--- config.mk ---
export PLATFORM = sky130hd
export DESIGN_NAME = activation_lut_fetch
export DESIGN_NICKNAME = d
export VERILOG_FILES = /design/src/rtl/activation_lut_fetch_pkg.sv /design/src/rtl/activation_lut_fetch_sample_table.sv /design/src/rtl/activation_lut_fetch.sv
export SDC_FILE = /design/constraint.sdc
export NUM_CORES = 1
export LEC_CHECK = 0
export CORE_MARGIN = 2
export CORE_UTILIZATION = 45
export DETAILED_ROUTE_END_ITERATION = 8
export HOLD_SLACK_MARGIN = 0.02
export SLEW_MARGIN = 0
export SYNTH_ARGS = -nofsm -noshare
export SYNTH_HDL_FRONTEND = slang
export SYNTH_SLANG_ARGS = --single-unit
--- constraint.sdc ---
create_clock -name clk_i -period 6.75 [get_ports clk_i]
set_input_delay 2.025 -clock clk_i [delete_from_list [all_inputs] [get_ports clk_i]]
set_output_delay 2.025 -clock clk_i [all_outputs]
set_load 0.01 [all_outputs]
--- src/rtl/activation_lut_fetch_pkg.sv ---
// ============================================================================
// Module      : activation_lut_fetch_pkg
// Description : Shared constants and types for the activation LUT fetch stage
//               and the downstream linear interpolator.
// Revision    : 1.0 - initial release
// ============================================================================
`default_nettype none

package activation_lut_fetch_pkg;

  localparam int DATA_WIDTH  = 8;
  localparam int FRAC_BITS   = 4;
  localparam int INT_BITS    = DATA_WIDTH - FRAC_BITS;
  // One extra sample so that the top interval still has a right-hand neighbour.
  localparam int TABLE_DEPTH = (2 ** INT_BITS) + 1;
  localparam int ADDR_WIDTH  = $clog2(TABLE_DEPTH);

  typedef logic signed [DATA_WIDTH-1:0] fixed_t;
  typedef logic        [ADDR_WIDTH-1:0] lut_addr_t;

  // Integer part of x converted to offset binary: inverting the sign bit of a
  // two's complement value is the same as adding 2**(INT_BITS-1).
  function automatic lut_addr_t x_to_addr(input logic [DATA_WIDTH-1:0] x);
    lut_addr_t a;
    a = '0;
    a[INT_BITS-1:0] = {~x[DATA_WIDTH-1], x[DATA_WIDTH-2:FRAC_BITS]};
    return a;
  endfunction

endpackage

`default_nettype wire

--- src/rtl/activation_lut_fetch_sample_table.sv ---
// ============================================================================
// Module      : activation_sample_table
// Description : TABLE_DEPTH x DATA_WIDTH flop register file. One synchronous
//               write port, two combinational read ports (addr, addr+1).
// Revision    : 1.0 - initial release
// ============================================================================
`default_nettype none

module activation_sample_table
  import activation_lut_fetch_pkg::*;
(
  input  logic                  clk_i,
  input  logic                  rst_ni,
  input  logic                  we_i,
  input  logic [ADDR_WIDTH-1:0] waddr_i,
  input  logic [DATA_WIDTH-1:0] wdata_i,
  input  logic [ADDR_WIDTH-1:0] raddr_i,
  output logic [DATA_WIDTH-1:0] rdata0_o,
  output logic [DATA_WIDTH-1:0] rdata1_o
);

  localparam lut_addr_t LAST_ADDR = lut_addr_t'(TABLE_DEPTH - 1);

  fixed_t    mem_q [TABLE_DEPTH];
  lut_addr_t raddr1;

  assign raddr1 = raddr_i + lut_addr_t'(1);

  // Sample storage; writes to addresses beyond the table are dropped.
  always_ff @(posedge clk_i or negedge rst_ni) begin
    if (!rst_ni) begin
      for (int i = 0; i < TABLE_DEPTH; i++) begin
        mem_q[i] <= '0;
      end
    end else if (we_i && (waddr_i <= LAST_ADDR)) begin
      mem_q[waddr_i] <= wdata_i;
    end
  end

  // Read ports; the range guard only keeps the index legal, the fetch stage
  // never presents an address past TABLE_DEPTH-2.
  always_comb begin
    rdata0_o = '0;
    rdata1_o = '0;
    if (raddr_i <= LAST_ADDR) rdata0_o = mem_q[raddr_i];
    if (raddr1  <= LAST_ADDR) rdata1_o = mem_q[raddr1];
  end

endmodule

`default_nettype wire

--- src/rtl/activation_lut_fetch.sv ---
// ============================================================================
// Module      : activation_lut_fetch
// Description : Splits a fixed-point pre-activation into table index and
//               fraction, fetches the bracketing samples and presents
//               base / next / change / remaining to the interpolator.
//               Two-stage pipeline, valid/ready on both sides.
// Revision    : 1.0 - initial release
// ============================================================================
`default_nettype none

module activation_lut_fetch
  import activation_lut_fetch_pkg::*;
(
  input  logic                  clk_i,
  input  logic                  rst_ni,
  input  logic                  cfg_we_i,
  input  logic [ADDR_WIDTH-1:0] cfg_addr_i,
  input  logic [DATA_WIDTH-1:0] cfg_data_i,
  input  logic                  in_valid_i,
  output logic                  in_ready_o,
  input  logic [DATA_WIDTH-1:0] x_in_i,
  output logic                  out_valid_o,
  input  logic                  out_ready_i,
  output logic [DATA_WIDTH-1:0] base_o,
  output logic [DATA_WIDTH-1:0] next_data_o,
  output logic [DATA_WIDTH-1:0] change_o,
  output logic [DATA_WIDTH-1:0] remaining_o
);

  logic                 en;
  logic                 s1_valid_q, s1_valid_d;
  lut_addr_t            s1_addr_q,  s1_addr_d;
  logic [FRAC_BITS-1:0] s1_rem_q,   s1_rem_d;
  logic                 out_valid_q, out_valid_d;
  fixed_t               base_q,   base_d;
  fixed_t               next_q,   next_d;
  fixed_t               change_q, change_d;
  fixed_t               rem_q,    rem_d;
  fixed_t               rd0, rd1;

  // The whole pipeline moves as one; a stalled output freezes both stages.
  assign en         = !out_valid_q || out_ready_i;
  assign in_ready_o = en;

  activation_sample_table u_table (
    .clk_i    (clk_i),
    .rst_ni   (rst_ni),
    .we_i     (cfg_we_i),
    .waddr_i  (cfg_addr_i),
    .wdata_i  (cfg_data_i),
    .raddr_i  (s1_addr_q),
    .rdata0_o (rd0),
    .rdata1_o (rd1)
  );

  // Next-state for both stages; stage-2 data only reloads on a valid beat.
  always_comb begin
    s1_valid_d  = s1_valid_q;
    s1_addr_d   = s1_addr_q;
    s1_rem_d    = s1_rem_q;
    out_valid_d = out_valid_q;
    base_d      = base_q;
    next_d      = next_q;
    change_d    = change_q;
    rem_d       = rem_q;
    if (en) begin
      s1_valid_d  = in_valid_i;
      s1_addr_d   = x_to_addr(x_in_i);
      s1_rem_d    = x_in_i[FRAC_BITS-1:0];
      out_valid_d = s1_valid_q;
      if (s1_valid_q) begin
        base_d   = rd0;
        next_d   = rd1;
        change_d = rd1 - rd0;
        rem_d    = {{INT_BITS{1'b0}}, s1_rem_q};
      end
    end
  end

  // Pipeline registers; reset discards any in-flight beat.
  always_ff @(posedge clk_i or negedge rst_ni) begin
    if (!rst_ni) begin
      s1_valid_q  <= 1'b0;
      s1_addr_q   <= '0;
      s1_rem_q    <= '0;
      out_valid_q <= 1'b0;
      base_q      <= '0;
      next_q      <= '0;
      change_q    <= '0;
      rem_q       <= '0;
    end else begin
      s1_valid_q  <= s1_valid_d;
      s1_addr_q   <= s1_addr_d;
      s1_rem_q    <= s1_rem_d;
      out_valid_q <= out_valid_d;
      base_q      <= base_d;
      next_q      <= next_d;
      change_q    <= change_d;
      rem_q       <= rem_d;
    end
  end

  assign out_valid_o = out_valid_q;
  assign base_o      = base_q;
  assign next_data_o = next_q;
  assign change_o    = change_q;
  assign remaining_o = rem_q;

endmodule

`default_nettype wire
After elaboration in Yosys (flattened, before gate mapping)
Cells that the tools add are included.
{"block": "classes", "add_sub_neg": 2, "magnitude_cmp": 7, "mux": 11, "n_bitwise": 4, "n_reduce_logical": 5}
{"cell": "$bwmux 136", "n": 1}
{"cell": "$bmux 8 s5", "n": 2}
{"cell": "$mux 8", "n": 7}
{"cell": "$demux 8 s5", "n": 1}
{"cell": "$ge 6x6->1 const B", "n": 3}
{"cell": "$not 5->6", "n": 2}
{"cell": "$le 5x5->1 const B", "n": 2}
{"cell": "$sub 8x8->8", "n": 1}
{"cell": "$lt 6x1->1 const B", "n": 1}
{"cell": "$not 4->6", "n": 1}
{"cell": "$add 4x1->5 const B", "n": 1}
{"cell": "$le 4x5->1 const B", "n": 1}
{"cell": "$logic_and 1x1->1", "n": 2}
{"cell": "$reduce_and 2->1", "n": 1}
{"cell": "$logic_not 1->1", "n": 1}
{"cell": "$logic_or 1x1->1", "n": 1}
{"cell": "$not 1->1", "n": 1}
{"block": "totals", "register_bits": 174}

Depth between registers and ports, before layout
Gate-level depths: netlist of the first run.
{"block": "logic_depth", "word_depth": 7, "mapped_depth": 17, "ltp_nobuf": 14}

Hierarchy
Synthesis of the first run repeated with hierarchy kept, for this count alone.
{"block": "unflattened", "cells_unflattened": 718, "area_unflattened_um2": 9467.8}
{"module": "activation_sample_table", "n_inst": 1, "cells_each": 544, "area_per_inst_um2": 7662.3, "seq_area_each_um2": 3403.3}
{"module": "activation_lut_fetch", "n_inst": 1, "cells_each": 174, "area_per_inst_um2": 1805.5, "seq_area_each_um2": 950.9}

Worst setup path after synthesis of the first run
Ideal clock, no wire load.
{"block": "synth_timing", "path_type": "input to output", "startpoint": "input out_ready_i", "endpoint": "output in_ready_o", "arrival_ps": 2539, "t_required_ps": 4725, "slack_ps": 2186, "cell_stages": 2, "path_buffers": 1, "path_cell_list": "nand2b_1 > buf_1"}
{"block": "synth_via", "elab_chain_cells": 1}
{"item": "from (decl)", "line": "activation_lut_fetch.sv:23", "source": "input logic out_ready_i,"}
{"item": "$logic_or 1x1->1", "line": "activation_lut_fetch.sv:42", "source": "assign en = !out_valid_q || out_ready_i;"}
{"item": "to (decl)", "line": "activation_lut_fetch.sv:20", "source": "output logic in_ready_o,"}
Every way passes these cells.

Worst setup path in the final report of the first run
Ends and elaborated chain as after synthesis.

==> metrics, run 1 <==
outcome=finished clean; Bufs and invs on worst path=2; H-Tree Depth=4; Starting Density=46.26%; Synth Register Bits=174; EDFF count, synth=0; PD cells=351.2 mW/mm^2; CP top delay family=buffers and inverters; Worst Path Required=4720 ps; Chip Height=146.1 microns; Ys Warns=0; pin count of the biggest net entering global routing=99; number of cells after detailed placement=951; num rows=51; max-cap violation count=0; Routed WL per cell=22.66 microns; CTS Sinks=174; RePlAce Congestion=0.8733; final setup violation count=0; layout net count=740; sequential share of the synthesized area=47.89%; slowest cell on the critical path=clkdlybuf4s50_1; period utilisation layout=82.99%; Layout Cells excl Fill=983; Syn-to-layout area delta=15.26%; residual DRC count=0; Synth cell types=54; setup TNS=0 ps; DRT met1 WL=10.37 mm; final worst slack=1148 ps; crit path max fanout=13; layout cell share with drive strength beyond 1=35.79%; slowest stage delay, CP=640 ps; Clock Latency Late Sink=420 ps; endpoint class of the critical path=output pin; Worst EP arrival=3580 ps; met2 WL post-DR=10.72 mm; Post-CTS Setup Bufs=0; max_slew headroom=21.93%; met3 wire length=895 microns; ANT nets after route=0; initial antenna violation count=0; Fill cells=1,652; standby leakage power=4.540 nW; critical path launch point type=input pin; core area=0.01965 sq mm; ANT cells=0; Die ar.=0.02136 sq mm; Layout Skew=7.414 ps; min Tclk post-route=5602 ps; pre-CTS setup slack=1123 ps; Iteration-0 DRC Markers=429; Cell Area, Synth=0.009092 sq mm; hold buffers post-CTS=0; hpwl dp=15.33 mm; crit path cell chain=clkdlybuf4s50_1 -> nand2b_1 -> clkdlybuf4s50_1; via count=5,873; TritonCTS clock tree=done; port bufs=55; Power Total=3.680 mW; Async S/R FF share, synth=100.0%; RSZ-0062 raised after global routing=no; f_max=178.5 MHz; Max Slew Vio Count=0; total iterations of the first detailed-routing run=5; area of the multi-input gates=0.004496 sq mm; cell mode on critical path=clkdlybuf4s50_1; post_cts resized=0; highest routing layer actually used=met4; grt total ovfl=0; TritonCTS Buffers=17; IO Pins=60; Max VDD drop=187.5 uV; vias in the first global route=6,052; WL final=22.28 mm; worst slew pin tran=1169 ps; Horiz. Die Dim=146.1 microns; Avg Vias per Cell=5.975; Worst-path clk slew=60 ps; GR Util All Layers=21.73%; Register Area=0.004358 sq mm; Post-Syn Area per Cell=13.69 sq um; first-pass GRT wire length=35.60 mm; CTS root buf=clkbuf_16; final hold viol count=0; Post-Synthesis Cells=664; CP Class=in2out; type of the worst min-delay path=reg2reg; Post-synth top flop=dfrtp_1; Bufs on Longest Clock Path=2
[worst register-to-register path: cells and delay by family (launching register included)]
family                     cells  cell delay [ps]
buffers and inverters          3              780
adders and majority gates      2             1150
AOI/OAI and AO/OA              6             1360
muxes                          1              560
DFF                            1              360
and+or+nand+nor                4              430
[cell usage after synthesis (all sizes together) (2+ instances only)]
library cell	number	area share, %
a21oi	10	0.59
a221oi	17	1.6
a32o	5	0.55
and2	2	0.14
and3	4	0.28
buf	23	1.7
clkbuf	24	0.99
dfrtp	174	48
ha	8	1.1
inv	3	0.12
mux2	156	19
mux2i	28	3.1
mux4	51	13
nand2	65	2.7
nand2b	6	0.41
nand3	10	0.61
nand3b	7	0.58
nand4	2	0.14
nor2	7	0.29
nor2b	7	0.48
nor3	2	0.17
o21a	6	0.50
o21ai	18	1.0
o221ai	2	0.19
o22ai	2	0.14
o31ai	2	0.22
xnor2	5	0.65
xor2	3	0.29
[routing by layer]
layer,GRT usage (%),vias up
met1,30.66,3123
li1,-,2578
met4,5.971,0
met2,34.65,152
met5,0,-
met3,4.313,20
[final timing paths]
path,end,slack (ps),cells after the start,from
hold / removal,change_o[6],480,2,change_o[6]
hold reg to reg,change_o[6],480,2,change_o[6]
setup reg to reg,change_o[7],2040,16,s1_addr_q[1]
setup / recovery,in_ready_o,1150,3,out_ready_i
min in group asynchronous,base_o[6],1690,1,rst_ni
max in group asynchronous,s1_addr_q[0],3920,2,rst_ni
[registers in the layout, indices dropped and copies added, names as in the netlist]
signal / count
base_o: 8
change_o: 8
s1_rem_q: 4
out_valid_o: 1
remaining_o: 4
s1_valid_q: 1
s1_addr_q: 4
next_data_o: 8
u_table.mem_q: 136
[cell families after synthesis]
| logic type | share of synthesized area, % |
|---|---|
| AOI/OAI and AO/OA | 5.573 |
| xor gates and xnor gates | 0.9358 |
| adders and majority gates | 1.321 |
| buffers and inverters | 2.904 |
| DFF | 47.89 |
| muxes | 35.24 |
| other | 0.04124 |
| and+or+nand+nor | 6.096 |
[area by class of cell]
class | count | area share [%]
multi-input combinational | 442 | 42.90
tap | 265 | 3.164
timing repair buffer | 66 | 6.053
clock inverter | 14 | 1.970
clock buffer | 18 | 4.191
inverter | 4 | 0.1433
sequential | 174 | 41.58
[stage by stage]
stage          utilization [%]  hold slack (ps)  area, sq um
2_1_floorplan                -            452.8         9104
6_report                 53.32            476.1        10480
4_1_cts                  53.32            483.0        10480
3_5_place_dp             50.04            468.9         9834
5_1_grt                  53.32            500.7        10480
3_3_place_gp             50.04            462.2         9834
[report_power, final]
group	leakage (nW)	internal [mW]	switching, mW
Clock	0.312	0.637	0.426
Combinational	2.03	0.634	0.543
Sequential	2.20	1.28	0.160
Total	4.54	2.55	1.13
[cell usage in the layout, fill, tap and decap left out, types with 3 or more instances in the layout]
master	instances
dfrtp_1	173
xor2_1	3
nand3_1	9
buf_4	11
a32o_1	5
nand2b_1	6
o21ai_0	16
nand2_1	65
xnor2_2	3
clkdlybuf4s50_1	54
mux2_2	156
nor2b_1	7
mux2i_1	28
inv_1	3
conb_1	4
inv_6	3
nor2_1	7
o21a_1	6
clkbuf_16	17
a221oi_1	17
and3_1	4
mux4_2	46
bufinv_16	4
clkinv_4	6
nand3b_1	7
mux4_1	5
ha_1	7
a21oi_1	9
(Power assumes the default switching activity.)
==> run 2, diff against run 1 <==
Settings changed: PLACE_DENSITY set to 0.66.
Clock period 6.75 ns to 5.15 ns, I/O delays scaled along.
==> metrics, run 2 (same netlist as run 1, synthesis figures left out) <==
outcome=finished clean; TritonCTS clock tree=done; ANT cells=0 (unchanged); residual DRC count=0 (unchanged); GR Util All Layers=22.19% (+0.46 points); Avg Vias per Cell=6.128 (+2.6%); CP Class=reg2reg; CTS root buf=clkbuf_16; type of the worst min-delay path=reg2reg; hpwl dp=15.27 mm (-0.42%); critical path launch point type=flip-flop; pin count of the biggest net entering global routing=107 (+8.1%); Post-Route Utilization=53.48% (+0.15 points); first-pass GRT wire length=36.39 mm (+2.2%); Hold Path Depth=2 (unchanged); max_slew headroom=29.25% (+7.3 points); worst reg2reg path depth=12 (-4); ANT nets after route=0 (unchanged); max reg flops=136 (unchanged); H-Tree Depth=4 (unchanged); layout net count=743 (+0.41%); RR Startpoint=s1_addr_q[0]; port bufs=55 (unchanged); commonest cells after routing, fill and taps aside=dfrtp_1 (173), mux2_2 (156), nand2_1 (65); final worst slack=835.9 ps (-312.3 ps); worst slew pin tran=1056 ps (-112.7 ps); Worst Path Required=5490 ps (+770 ps); IO Pins=60 (unchanged); initial antenna violation count=0 (unchanged); Horiz. Die Dim=146.1 microns (unchanged); final setup violation count=0 (unchanged); max-cap violation count=0 (unchanged); pre-CTS setup slack=854.6 ps (-268.3 ps); total iterations of the first detailed-routing run=4 (-1); Iteration-0 DRC Markers=455 (+6.1%); Layout Cells excl Fill=986 (+0.31%); FF-to-FF End=change_o[7]; Routed WL per cell=22.94 microns (+1.2%); standby leakage power=4.541 nW (about the same); Register Area=0.004358 sq mm (unchanged); most common cell after layout, fill and taps aside=dfrtp_1; Layout Skew=8.376 ps (+0.9619 ps); Worst EP arrival=4650 ps (+1070 ps); Max Slew Vio Count=0 (unchanged); Fill cells=1,654 (+0.12%); WL final=22.62 mm (+1.5%); area of the multi-input gates=0.004496 sq mm (unchanged); grt total ovfl=0 (unchanged); f_max=231.8 MHz; Starting Density=46.26% (unchanged); Power Total=4.828 mW (+31%); Clock Latency Late Sink=430 ps (about the same); RSZ-0062 raised after global routing=no; final hold viol count=0 (unchanged); layout cell share with drive strength beyond 1=36.06% (+0.27 points); min Tclk post-route=4314 ps; Worst-path clk slew=70 ps (about the same); core area=0.01965 sq mm (unchanged); RePlAce Congestion=0.8337 (-4.5%); setup TNS=0 ps (unchanged); Max VDD drop=268.7 uV (+43%); Bufs on Longest Clock Path=2 (unchanged); num rows=51 (unchanged); Post-CTS Setup Bufs=0 (unchanged); Chip Height=146.1 microns (unchanged); Top reg by flops=u_table.mem_q; WHS Endpoint=change_o[2]; hold_sp=change_o[2]; PD cells=459.4 mW/mm^2 (+31%); CTS Sinks=174 (unchanged); endpoint class of the critical path=flip-flop; hold buffers post-CTS=0 (unchanged); via count=6,042 (+2.9%); period utilisation layout=83.77%; Syn-to-layout area delta=15.59%; vias in the first global route=6,444 (+6.5%); crit path max fanout=41 (+28); post_cts resized=0 (unchanged); number of cells after detailed placement=954 (+0.32%); TritonCTS Buffers=17 (unchanged); r2r setup slk=840 ps (-1200 ps); Die ar.=0.02136 sq mm (unchanged)
-- run 2: worst max path at each step --
stage / start / endpoint / depth (start not counted)
floorplan: s1_addr_q[0] / change_o[7] / 16
global placement: out_ready_i / in_ready_o / 3
detailed placement: s1_addr_q[0] / change_o[7] / 12
CTS: s1_addr_q[0] / change_o[7] / 12
global route: s1_addr_q[0] / change_o[7] / 14
finish: s1_addr_q[0] / change_o[7] / 12
-- run 2: cell type report --
type | instances | share of cell area [%]
inverter | 4 | 0.1429
clock buffer | 19 | 4.310
multi-input combinational | 442 | 42.77
clock inverter | 13 | 1.786
tap | 265 | 3.155
timing repair buffer | 69 | 6.369
sequential | 174 | 41.46
-- run 2: routing by layer --
layer | track usage [%] | up-vias | share of wire [%]
met2 | 34.69 | 231 | 46
met1 | 30.02 | 3172 | 45
met3 | 4.750 | 54 | 6.0
li1 | - | 2585 | -
met5 | 0 | - | 0
met4 | 10.00 | 0 | 3.2
-- run 2: power by group --
group	internal (mW)	switching (mW)
logic	0.834	0.716
clock network	0.838	0.548
registers	1.68	0.214
total	3.35	1.48
-- run 2: worst max-delay path, stage by stage (launching register included) --
cell      delay [ps]
dfrtp_4          410
buf_4            520
buf_4            660
mux4_2           590
a221oi_1         430
ha_1             360
a21oi_1          270
nand2_1           90
a211o_1          230
a21oi_1          200
o21ai_2           90
and3_1           160
o31ai_2          160
-- run 2: through the flow --
step / cell area [sq um] / hold WS [ps]
final: 10510 / 479.4
after global routing: 10510 / 497.2
after CTS: 10510 / 485.8
after detailed placement: 9869 / 470.3
after global placement: 9869 / 467.2
after floorplan: 9104 / 452.8
==> RTL edit (settings of run 1) <==
The package constant `FRAC_BITS` goes from 4 to 2.
--- a/src/rtl/activation_lut_fetch_pkg.sv
+++ b/src/rtl/activation_lut_fetch_pkg.sv
@@ -10,5 +10,5 @@
 
   localparam int DATA_WIDTH  = 8;
-  localparam int FRAC_BITS   = 4;
+  localparam int FRAC_BITS   = 2;
   localparam int INT_BITS    = DATA_WIDTH - FRAC_BITS;
   // One extra sample so that the top interval still has a right-hand neighbour.
Ports: changed (resized cfg_addr_i); port bits go from 60 to 62. No check against the original RTL was run, so the function may have changed too.
==> RTL edit against run 1 <==
- sequential cell count rose by 382
- combinational power rose by 78%
- critical path depth did not move
- power rose to 2.6 times the old value
- via count rose to 3.0 times the old value
- largest cell class unchanged
- area after synthesis rose to 3.3 times the old value
- routed wire length rose to 3.8 times the old value
- design area rose to 3.1 times the old value
- sequential power rose to 2.7 times the old value
- worst setup slack got worse by 0.061 ns
==> RTL edit: results (changes against run 1) <==
stage,metric,value,unit,change
critical_path,crit_start,out_ready_i,,
cells_and_area,largest_reg_flops,520,,+280%
detailed_routing,top_layer_used,met5,,
detailed_routing,drt-met1-wl,36400,microns,+250%
yosys,synth-adder-area-share,0.00404,,-0.00917
cts,clock_latency,0.63,ns,+0.21 ns
yosys,muxShareOfSynthArea,0.457,,+0.104
global_route,grt_pass1_wl,127000,microns,+260%
power,vdd_drop_max,0.183,mV,-2.2%
global_route,grt_pass1_vias,18300,,+200%
detailed_routing,drt_iter0_drc,1500,,+250%
yosys,synth-seq-area-share,0.468,,-0.0109
detailed_routing,avgRoutedWirePerCell,30.7,microns,+35%
yosys,synth_compound_area_frac,0.0101,,-0.0456
place,dpl_cell_area,30900,sq um,+210%
yosys,synth.distinct_cells,55,,+1.9%
cts,htreeDepth,2,,-2
yosys,ys_top_cells_by_count,"556 x dfrtp_1, 540 x mux2_2, 312 x mux4_2, 92 x clkbuf_1, 68 x nand2_1",,
yosys,synth-xor-area-share,0.00429,,-0.00507
power,p_leak,14.7,nW,+220%
status,outcome,"finished, final reports clean",,
cts,numCtsBuffers,61,,+44
detailed_routing,met2WireLength,40300,microns,+280%
critical_path,cp.arrival,3.64,ns,+0.06 ns
yosys,synthArstFlopShare,1.00,,unchanged
global_route,grt_usage,0.255,,+0.0378
yosys,yosys-top-cells-area,"dfrtp_1 47%, mux4_2 24%, mux2_2 20%, clkbuf_1 1.2%, mux2i_1 1.0%",,
detailed_routing,wl_met3,4970,microns,+460%
cells_and_area,nets,1884,,+150%
worst_hold_path,min_from,change_o[7]$_DFFE_PN0P_,,
sta,worst_pin_slew,1.27,ns,+0.106 ns
cts,cts_buffer_depth,3,,+1
global_route,antenna_found_initial,5,,+5
critical_path,path_max_fanout,14,,+1
sta,fin_skew,0.0134,ns,+0.00601 ns
critical_path,reg2reg_depth,15,,-1
-- RTL edit: report_power, final --
part / switching [mW] / internal [mW]
clock network: 1.38 / 2.11
logic: 1.02 / 1.08
registers: 0.259 / 3.65
total: 2.66 / 6.84
-- RTL edit: kinds of logic (layout without fill, tap and decap cells) --
logic type      Yosys count  count (layout)
mux                     889             889
flops                   556             556
buf+inv                 173             213
simple gates            164             164
compound gates           44              44
xor+xnor                 12              12
fa+ha+maj                 9               9
other cells               1               8
-- RTL edit: through the flow --
step	total power [mW]	hold slack, ns	worst slack (ns)	std cells
6_report	9.50	0.489	1.09	2759
5_1_grt	9.90	0.524	0.971	2758
4_1_cts	9.59	0.497	1.09	2757
3_5_place_dp	6.09	0.483	1.10	2648
3_3_place_gp	6.05	0.467	1.11	2648
2_1_floorplan	5.36	0.475	2.08	1853
-- RTL edit: path summary, 6_finish.rpt --
path	slack (ns)	endpoint
min	0.49	change_o[7]$_DFFE_PN0P_
max reg2reg	1.35	change_o[7]$_DFFE_PN0P_
min reg2reg	0.49	change_o[7]$_DFFE_PN0P_
max	1.09	in_ready_o
max in group asynchronous	3.98	s1_addr_q[0]$_DFFE_PN0N_
min in group asynchronous	1.43	u_table.mem_q[155]$_DFFE_PN0P_
-- RTL edit: area by class of cell --
class	instances	area (sq um)
flip-flops and latches	556	13900
repair buffers	96	911
fillers	5430	32600
clock inverters	16	263
diodes	2	5.00
clock buffers	93	1820
inverters	8	30.0
multi-input cells	1124	15000
well taps	864	1080
-- RTL edit: layer usage --
metal | vias up | track usage
met1 | 9747 | 0.361
met5 | - | 0
met4 | 4 | 0.0860
li1 | 7179 | -
met3 | 140 | 0.0441
met2 | 572 | 0.403
